### config.mk
export PLATFORM = sky130hd
export DESIGN_NAME = sysid_qsys_ext
export DESIGN_NICKNAME = d
export VERILOG_FILES = /design/src/rtl/sysid_qsys_ext.sv
export SDC_FILE = /design/constraint.sdc
export NUM_CORES = 1
export LEC_CHECK = 0
export CORE_MARGIN = 3
export CORE_UTILIZATION = 35
export CTS_BUF_LIST = sky130_fd_sc_hd__clkbuf_16
export DETAILED_ROUTE_END_ITERATION = 10
export PLACE_DENSITY = 0.5
export SYNTH_ARGS = -nofsm -noshare
export SYNTH_HDL_FRONTEND = slang
export SYNTH_SLANG_ARGS = --single-unit
### constraint.sdc
create_clock -name clock -period 5.85 [get_ports clock]
set_input_delay 1.4625 -clock clock [delete_from_list [all_inputs] [get_ports clock]]
set_output_delay 1.4625 -clock clock [all_outputs]
set_load 0.02 [all_outputs]
### src/rtl/sysid_qsys_ext.sv
// System-ID slave: build identity words, scratch register and 64-bit uptime with snapshot.
// Optional LED heartbeat divider enabled by defining SYSID_HEARTBEAT_EN.
module sysid_qsys_ext #(
  parameter logic [31:0] SYSTEM_ID     = 32'h0000_0000,
  parameter logic [31:0] TIMESTAMP     = 32'h0000_0000,
  parameter logic [31:0] REVISION      = 32'h0001_0000,
  parameter int          ADDR_W        = 3,
  parameter logic [31:0] SCRATCH_RESET = 32'h0000_0000
`ifdef SYSID_HEARTBEAT_EN
  ,
  parameter int          HEARTBEAT_DIV = 50_000_000
`endif
) (
  input  logic              clock,
  input  logic              reset_n,
  input  logic [ADDR_W-1:0] address,
  input  logic              read,
  input  logic              write,
  input  logic [31:0]       writedata,
  input  logic [3:0]        byteenable,
  output logic [31:0]       readdata,
  output logic              readdatavalid
`ifdef SYSID_HEARTBEAT_EN
  ,
  output logic              heartbeat
`endif
);

  logic        hit;
  logic [2:0]  word;
  logic [7:0]  sel;
  logic [31:0] scratch;
  logic [63:0] uptime;
  logic [31:0] snapshot;
  logic        freeze;
  logic        hb_en;
  logic        clr;
  logic [31:0] ctl_rd;
  logic [31:0] rd_mux;

  assign word = address[2:0];

  generate
    if (ADDR_W > 3) begin : g_hi
      assign hit = ~|address[ADDR_W-1:3];
    end else begin : g_lo
      assign hit = 1'b1;
    end
  endgenerate

  assign sel    = hit ? (8'd1 << word) : 8'd0;
  assign clr    = write & sel[6] & writedata[0];
  assign ctl_rd = {29'd0, hb_en, freeze, 1'b0};

  always_comb begin
    rd_mux = '0;
    unique case (1'b1)
      sel[0]:  rd_mux = SYSTEM_ID;
      sel[1]:  rd_mux = TIMESTAMP;
      sel[2]:  rd_mux = REVISION;
      sel[3]:  rd_mux = scratch;
      sel[4]:  rd_mux = uptime[31:0];
      sel[5]:  rd_mux = snapshot;
      sel[6]:  rd_mux = ctl_rd;
      default: rd_mux = '0;
    endcase
  end

  always_ff @(posedge clock or negedge reset_n) begin
    if (!reset_n) begin
      readdata      <= '0;
      readdatavalid <= 1'b0;
      scratch       <= SCRATCH_RESET;
      uptime        <= '0;
      snapshot      <= '0;
      freeze        <= 1'b0;
    end else begin
      readdatavalid <= read;
      if (read) begin
        readdata <= rd_mux;
        // high word captured with the low word so the pair is coherent
        if (sel[4]) snapshot <= uptime[63:32];
      end
      if (write && sel[3]) begin
        for (int b = 0; b < 4; b++) begin
          if (byteenable[b]) scratch[8*b +: 8] <= writedata[8*b +: 8];
        end
      end
      if (write && sel[6]) freeze <= writedata[1];
      if (clr) uptime <= '0;
      else if (!freeze) uptime <= uptime + 64'd1;
    end
  end

`ifdef SYSID_HEARTBEAT_EN
  localparam int HB_W = (HEARTBEAT_DIV > 1) ? $clog2(HEARTBEAT_DIV) : 1;

  logic [HB_W-1:0] hb_cnt;

  always_ff @(posedge clock or negedge reset_n) begin
    if (!reset_n) begin
      hb_cnt    <= '0;
      hb_en     <= 1'b1;
      heartbeat <= 1'b0;
    end else begin
      if (write && sel[6]) hb_en <= writedata[2];
      if (hb_cnt == HB_W'(HEARTBEAT_DIV - 1)) begin
        hb_cnt <= '0;
        if (hb_en) heartbeat <= ~heartbeat;
      end else begin
        hb_cnt <= hb_cnt + 1'b1;
      end
    end
  end
`else
  assign hb_en = 1'b0;
`endif

endmodule

==> metrics.csv, run 1 <==
stage;metric;value;unit
global_route;grt_max_degree;90;
die;die_h;156;um
drt;via_count;6010;
synth;synth_common_cells;dfrtp_1, a21oi_1, nor2_1, mux2_2, inv_1;
hold_path;holdCritStartpoint;scratch[0];
timing;timing.hold.ws;0.489;ns
power;irDropWorstVdd;0.000132;V
hold_path;hp-class;register to register;
global_route;track_usage;0.177;
synth;yosysMostFrequentCell;dfrtp_1;
timing;fin_setup_tns;0;ns
cts;cts_setup_buffers;0;
timing;min_period_over_period;0.659;
cts;clock_sinks;162;
synth;netlist-cell-type-count;44;
cts;cts_buffers;17;
synth;syn_nets;797;
run_status;status;complete, no violations;
placed_design;place_ws;1.61;ns
power;power.density;308;mW/mm^2
timing;rsz0062_at_grt;no;
synth;netlist.area_leader.share;0.517;
finish;post-route-util;0.432;
drt;routed_via_density;5.43;
cts;insertion_delay;0.42;ns
power;p_sw_frac;0.266;
setup_path;cp_cell_sequence;clkdlybuf4s50_1, nand4b_4, o21ai_2, nand4_1, or4_1, a21oi_1;
synth;synth_seq_cells;162;
setup_path;endpoint_kind;register;
setup_path;worst-path-buf-inv;1;
synth;syn_avg_cell_area;10.4;um^2
finish;diodes;0;
cts;clk_pin_slew_worst_paths;0.07;ns
synth;synthAdderAreaFrac;0.00160;
timing;finalSetupViolations;0;
synth;synthArstFlopShare;1.00;
power;seqPwrFrac;0.468;
setup_path;crit_family;simple AND/OR/NAND/NOR gates;
timing;clock.fmax;259;MHz
cts;ctsHoldBuffers;0;
placed_design;dp_hpwl;15.0;mm
die;initial_core_util;0.358;
synth;synth-simple-area-share;0.177;
power;leakagePower;3.93;nW
cts;cts_root_buf;clkbuf_16;
power;pwr-share-comb;0.122;
global_route;grt_pass1_vias;6050;
cts;cts_buffer_depth;2;
job;max_cap_viol_count;0;
cts;cts_tree;built;
placed_design;port_buffers;75;
die;die_w;156;um
drt;drt-pass1-iter-count;5;
synth;synth_mux_area_frac;0.131;
global_route;grt_pass1_wl;34.3;mm
setup_path;critPathMaxStageDelay;0.69;ns
setup_path;reg2reg_depth;5;
power;p_sw;0.775;mW
setup_path;worstSetupPathType;primary input to register;
drt;drtIter0Drc;421;
timing;hold_viol;0;
power;clock_power_share;0.411;
timing;post-route-min-period;3.86;ns
placed_design;place.gp.congestion;0.817;
setup_path;r2r_setup_slack;3.23;ns
synth;synth_ff_type;dfrtp_1;
setup_path;r2r_start;uptime[27];
setup_path;crit_path_start;address[1];
timing;clock_skew;0.00847;ns
synth;seq_area_frac_synth;0.517;
die;dieArea;0.0242;mm^2
hold_path;min_path_cells;2;
synth;synth_top_family_by_area;simple AND/OR/NAND/NOR gates;
die;io_pins;76;
timing;setup_slack;1.99;ns
power;internal-power;2.13;mW
synth;synth_top_area_cell;dfrtp_1;
synth;synth-edff-count;0;
global_route;grt.overflow.total;0;
finish;syn_to_final_growth;20.6;%
drt;ant_nets;0;
timing;slew_headroom;0.236;
cts;ctsResizeCount;0;
timing;worstMarginPinSlew;1.14;ns
finish;fill_cells;2118;
global_route;antenna_found_initial;0;
setup_path;startpoint_type;primary input;
synth;syn_area;0.00784;mm^2
setup_path;r2r_end;uptime[43];
setup_path;cp.required;6.19;ns
cts;ctsHtreeMaxLevel;4;
finish;final_nets;858;
setup_path;cp_max_fo;14;
die;rows;54;
drt;drc;0;
timing;slew_violations;0;
hold_path;whs_endpoint;scratch[0];
drt;wl_per_cell;19.0;um
synth;syn_inst;753;
setup_path;crit_slowest_cell;clkdlybuf4s50_1;
drt;routed_wl;21.0;mm
synth;synth_compound_area_frac;0.0999;
finish;drive_gt1_frac;0.146;
setup_path;arrival;4.20;ns
synth;ys_top_cells_by_area;dfrtp_1, mux2_2, a21oi_1;
synth;yosys_warnings;0;
synth;synthXorXnorAreaFrac;0.0313;
die;core_area;0.0219;mm^2
==> power groups by stage <==
stage | logic, mW | registers (mW) | clock network [mW]
2_1_floorplan | 0.222 | 1.35 | 0
3_3_place_gp | 0.348 | 1.38 | 0
3_5_place_dp | 0.357 | 1.38 | 0
4_1_cts | 0.361 | 1.36 | 1.22
5_1_grt | 0.395 | 1.38 | 1.27
6_report | 0.354 | 1.36 | 1.19
==> worst max-delay path by stage <==
stage                     cells after the start  slack, ns      endpoint
after detailed placement                      6       1.61    uptime[53]
after global routing                          6       1.82    uptime[41]
after global placement                        5       1.76   scratch[28]
after floorplan                               6       2.73  snapshot[10]
final                                         6       1.99    uptime[43]
after CTS                                     6       2.01    uptime[43]
==> kinds of logic after synthesis <==
group,count (synthesis)
multiplexers,95
AND/OR/NAND/NOR,248
flip-flops,162
AO/OA/AOI/OAI,140
buffers and inverters,79
XOR/XNOR,28
adder cells (fa/ha/maj),1
==> through the flow <==
stage | total power [mW] | cell area [um^2] | cells
finish | 2.91 | 9450 | 1107
global route | 3.04 | 9450 | 1107
CTS | 2.94 | 9450 | 1107
detailed placement | 1.74 | 8820 | 1075
global placement | 1.72 | 8820 | 1075
floorplan | 1.58 | 7840 | 753
==> sequential cells by signal, summed over array words and instances (netlist names) <==
register       cells
scratch           32
readdatavalid      1
readdata          32
snapshot          32
freeze             1
uptime            64
==> tightest hold or removal path, delay by kind of cell, from the launching register on <==
| kind | cells | cell delay (ns) |
|---|---|---|
| AOI/OAI and AO/OA | 1 | 0.06 |
| DFF | 1 | 0.34 |
| and+or+nand+nor | 1 | 0.05 |
==> cells in the final DEF, fill, tap and decap left out, types with 2 or more instances in the layout <==
cell type        count
buf_4                8
clkinv_4             2
o21ai_0             23
xor2_1              18
mux2_2              62
o31ai_1             15
clkdlybuf4s50_1     73
nand4_2              2
nor3_1               8
clkbuf_16           17
and3_1               9
inv_6                4
dfrtp_1            162
o22ai_1             31
nand2_1             31
or3_1               21
nand3_1             28
nor4_1               8
and2_1               2
and4_1               3
mux2i_1             33
or4_1               16
nor2_1              67
xnor2_1             10
and4b_1              2
nand4_1             31
and3_2               3
a21oi_1             69
bufinv_16            4
clkinv_2             2
inv_1               38
nor4_2               3
==> per-layer routing <==
metal  track usage  wire length, um  vias up  share of wire
li1              -                -     2858              -
met1         0.266            10400     2978           0.49
met2         0.267             9460      154           0.45
met3        0.0308              897       20          0.043
met4        0.0446              262        0          0.012
met5             0                0        -              0
==> final cells by class <==
cell class | count | area [um^2] | area share
sequential | 162 | 4050 | 0.429
timing repair buffer | 83 | 807 | 0.0854
clock inverter | 15 | 205 | 0.0217
tap | 280 | 350 | 0.0371
inverter | 38 | 143 | 0.0151
clock buffer | 17 | 425 | 0.0450
multi-input combinational | 512 | 3470 | 0.367
Power figures use the tool's default switching activity.
==> run 2: changes to the inputs <==
==> constraint.sdc (replaced) <==
create_clock -name clock -period 3.7 [get_ports clock]
set_input_delay 0.925 -clock clock [delete_from_list [all_inputs] [get_ports clock]]
set_output_delay 0.925 -clock clock [all_outputs]
set_load 0.02 [all_outputs]
==> metrics.csv, run 2 (same netlist as run 1, synthesis figures left out) <==
stage;metric;value;unit;change
setup_path;critPathMaxStageDelay;0.60;ns;-0.09 ns
timing;setup_slack;0.721;ns;-1.27 ns
die;core_area;0.0219;mm^2;unchanged
die;initial_core_util;0.358;;unchanged
power;power.total;4.58;mW;+57%
drt;via_count;6021;;+0.18%
global_route;track_usage;0.174;;-0.00365
placed_design;port_buffers;75;;unchanged
timing;min_period_over_period;0.805;;
drt;drtIter0Drc;373;;-11%
power;power.density;480;mW/mm^2;+56%
timing;finalSetupViolations;0;;unchanged
placed_design;dp_cells;1083;;+0.74%
finish;top_register;uptime;;
timing;clock.fmax;336;MHz;
timing;clock_skew;0.00961;ns;+0.00114 ns
finish;design_area;0.00953;mm^2;+0.82%
power;pwr-share-comb;0.123;;about the same
die;dieArea;0.0242;mm^2;unchanged
finish;layout_commonest_cell;dfrtp_1;;
cts;cts_tree;built;;
timing;post-route-min-period;2.98;ns;
global_route;grt.overflow.total;0;;unchanged
power;clock_power_share;0.408;;-0.003
power;p_sw;1.16;mW;+49%
setup_path;arrival;3.32;ns;-0.88 ns
timing;fin_setup_tns;0;ns;unchanged
drt;drt-pass1-iter-count;5;;unchanged
setup_path;cp_max_fo;13;;-1
power;leakagePower;3.98;nW;+1.3%
finish;diodes;0;;unchanged
cts;insertion_delay;0.42;ns;about the same
cts;cts_buffers;17;;unchanged
placed_design;placed_cell_area;0.00891;mm^2;+0.96%
cts;clock_sinks;162;;unchanged
die;die_h;156;um;unchanged
global_route;grt_max_degree;66;;-27%
global_route;grt_pass1_wl;33.4;mm;-2.5%
setup_path;worstSetupPathType;primary input to register;;
power;seqPwrFrac;0.470;;+0.002
setup_path;crit_slowest_cell;or4_1;;
cts;cts_root_buf;clkbuf_16;;
setup_path;cp.required;4.04;ns;-2.15 ns
placed_design;place_ws;0.304;ns;-1.30 ns
finish;largest_reg_flops;64;;unchanged
setup_path;endpoint_kind;register;;
cts;ctsResizeCount;0;;unchanged
setup_path;cp_cell_sequence;clkdlybuf4s50_1, nand4b_4, o21ai_2, nand4_2, or4_1, a21oi_1;;
hold_path;hp-class;primary input to asynchronous set/reset pin;;
global_route;antenna_found_initial;0;;unchanged
setup_path;startpoint_type;primary input;;
setup_path;crit_family;simple AND/OR/NAND/NOR gates;;
job;max_cap_viol_count;0;;unchanged
finish;post-route-util;0.435;;+0.00354
timing;slew_violations;0;;unchanged
power;internal-power;3.42;mW;+60%
drt;routed_wl;20.6;mm;-1.8%
finish;syn_to_final_growth;21.6;%;
timing;worstMarginPinSlew;0.744;ns;-0.399 ns
setup_path;worst-path-buf-inv;1;;unchanged
die;io_pins;76;;unchanged
die;die_w;156;um;unchanged
cts;cts_setup_buffers;0;;unchanged
cts;ctsHoldBuffers;0;;unchanged
drt;ant_nets;0;;unchanged
cts;ctsHtreeMaxLevel;4;;unchanged
drt;drc;0;;unchanged
finish;final_nets;866;;+0.93%
drt;wl_per_cell;18.5;um;-2.5%
timing;hold_viol;0;;unchanged
die;rows;54;;unchanged
finish;fill_cells;2070;;-2.3%
finish;drive_gt1_frac;0.147;;+0.000993
power;irDropWorstVdd;0.000273;V;+110%
placed_design;place.gp.congestion;0.784;;-4.0%
timing;rsz0062_at_grt;no;;
placed_design;dp_hpwl;14.9;mm;-0.52%
power;p_sw_frac;0.253;;-0.0136
drt;routed_via_density;5.40;;-0.54%
timing;timing.hold.ws;0.476;ns;-0.0139 ns
finish;final_cells;1115;;+0.72%
timing;slew_headroom;0.501;;+0.266
cts;cts_buffer_depth;2;;unchanged
global_route;grt_pass1_vias;5928;;-2.0%
cts;clk_pin_slew_worst_paths;0.06;ns;about the same
run_status;status;complete, no violations;;
finish;layout_common_cells;dfrtp_1, clkdlybuf4s50_1, a21oi_1, nor2_1, mux2_2;;
## run 2: metal layers
| metal | vias to the layer above | global-route usage | routed length [um] |
|---|---|---|---|
| met2 | 116 | 0.265 | 9350 |
| li1 | 2880 | - | - |
| met5 | - | 0 | 0 |
| met3 | 16 | 0.0366 | 791 |
| met4 | 0 | 0.0421 | 187 |
| met1 | 3009 | 0.254 | 10300 |
## run 2: cell type report
type	instances	area [um^2]	share of cell area
Clock buffer	17	425	0.0446
Clock inverter	15	198	0.0207
Inverter	38	143	0.0150
Multi-Input combinational cell	512	3470	0.364
Sequential cell	162	4050	0.425
Tap cell	280	350	0.0368
Timing Repair Buffer	91	892	0.0936
## run 2: power groups by stage
stage / combinational (mW) / clock, mW / sequential (mW)
after floorplan: 0.350 / 0 / 2.14
after global placement: 0.554 / 0 / 2.17
after detailed placement: 0.567 / 0 / 2.18
after CTS: 0.572 / 1.91 / 2.15
after global routing: 0.625 / 1.99 / 2.18
final: 0.561 / 1.87 / 2.15
## run 2: final timing paths
check                      startpoint      endpoint  slack (ns)  cells after the start
max reg2reg                 uptime[1]    uptime[34]        1.30                      6
min in group clock         scratch[0]    scratch[0]        0.48                      2
max                        address[1]    uptime[34]        0.72                      6
min reg2reg                scratch[0]    scratch[0]        0.48                      2
min                           reset_n  readdata[10]        0.48                      1
max in group asynchronous     reset_n  readdata[14]        2.28                      2
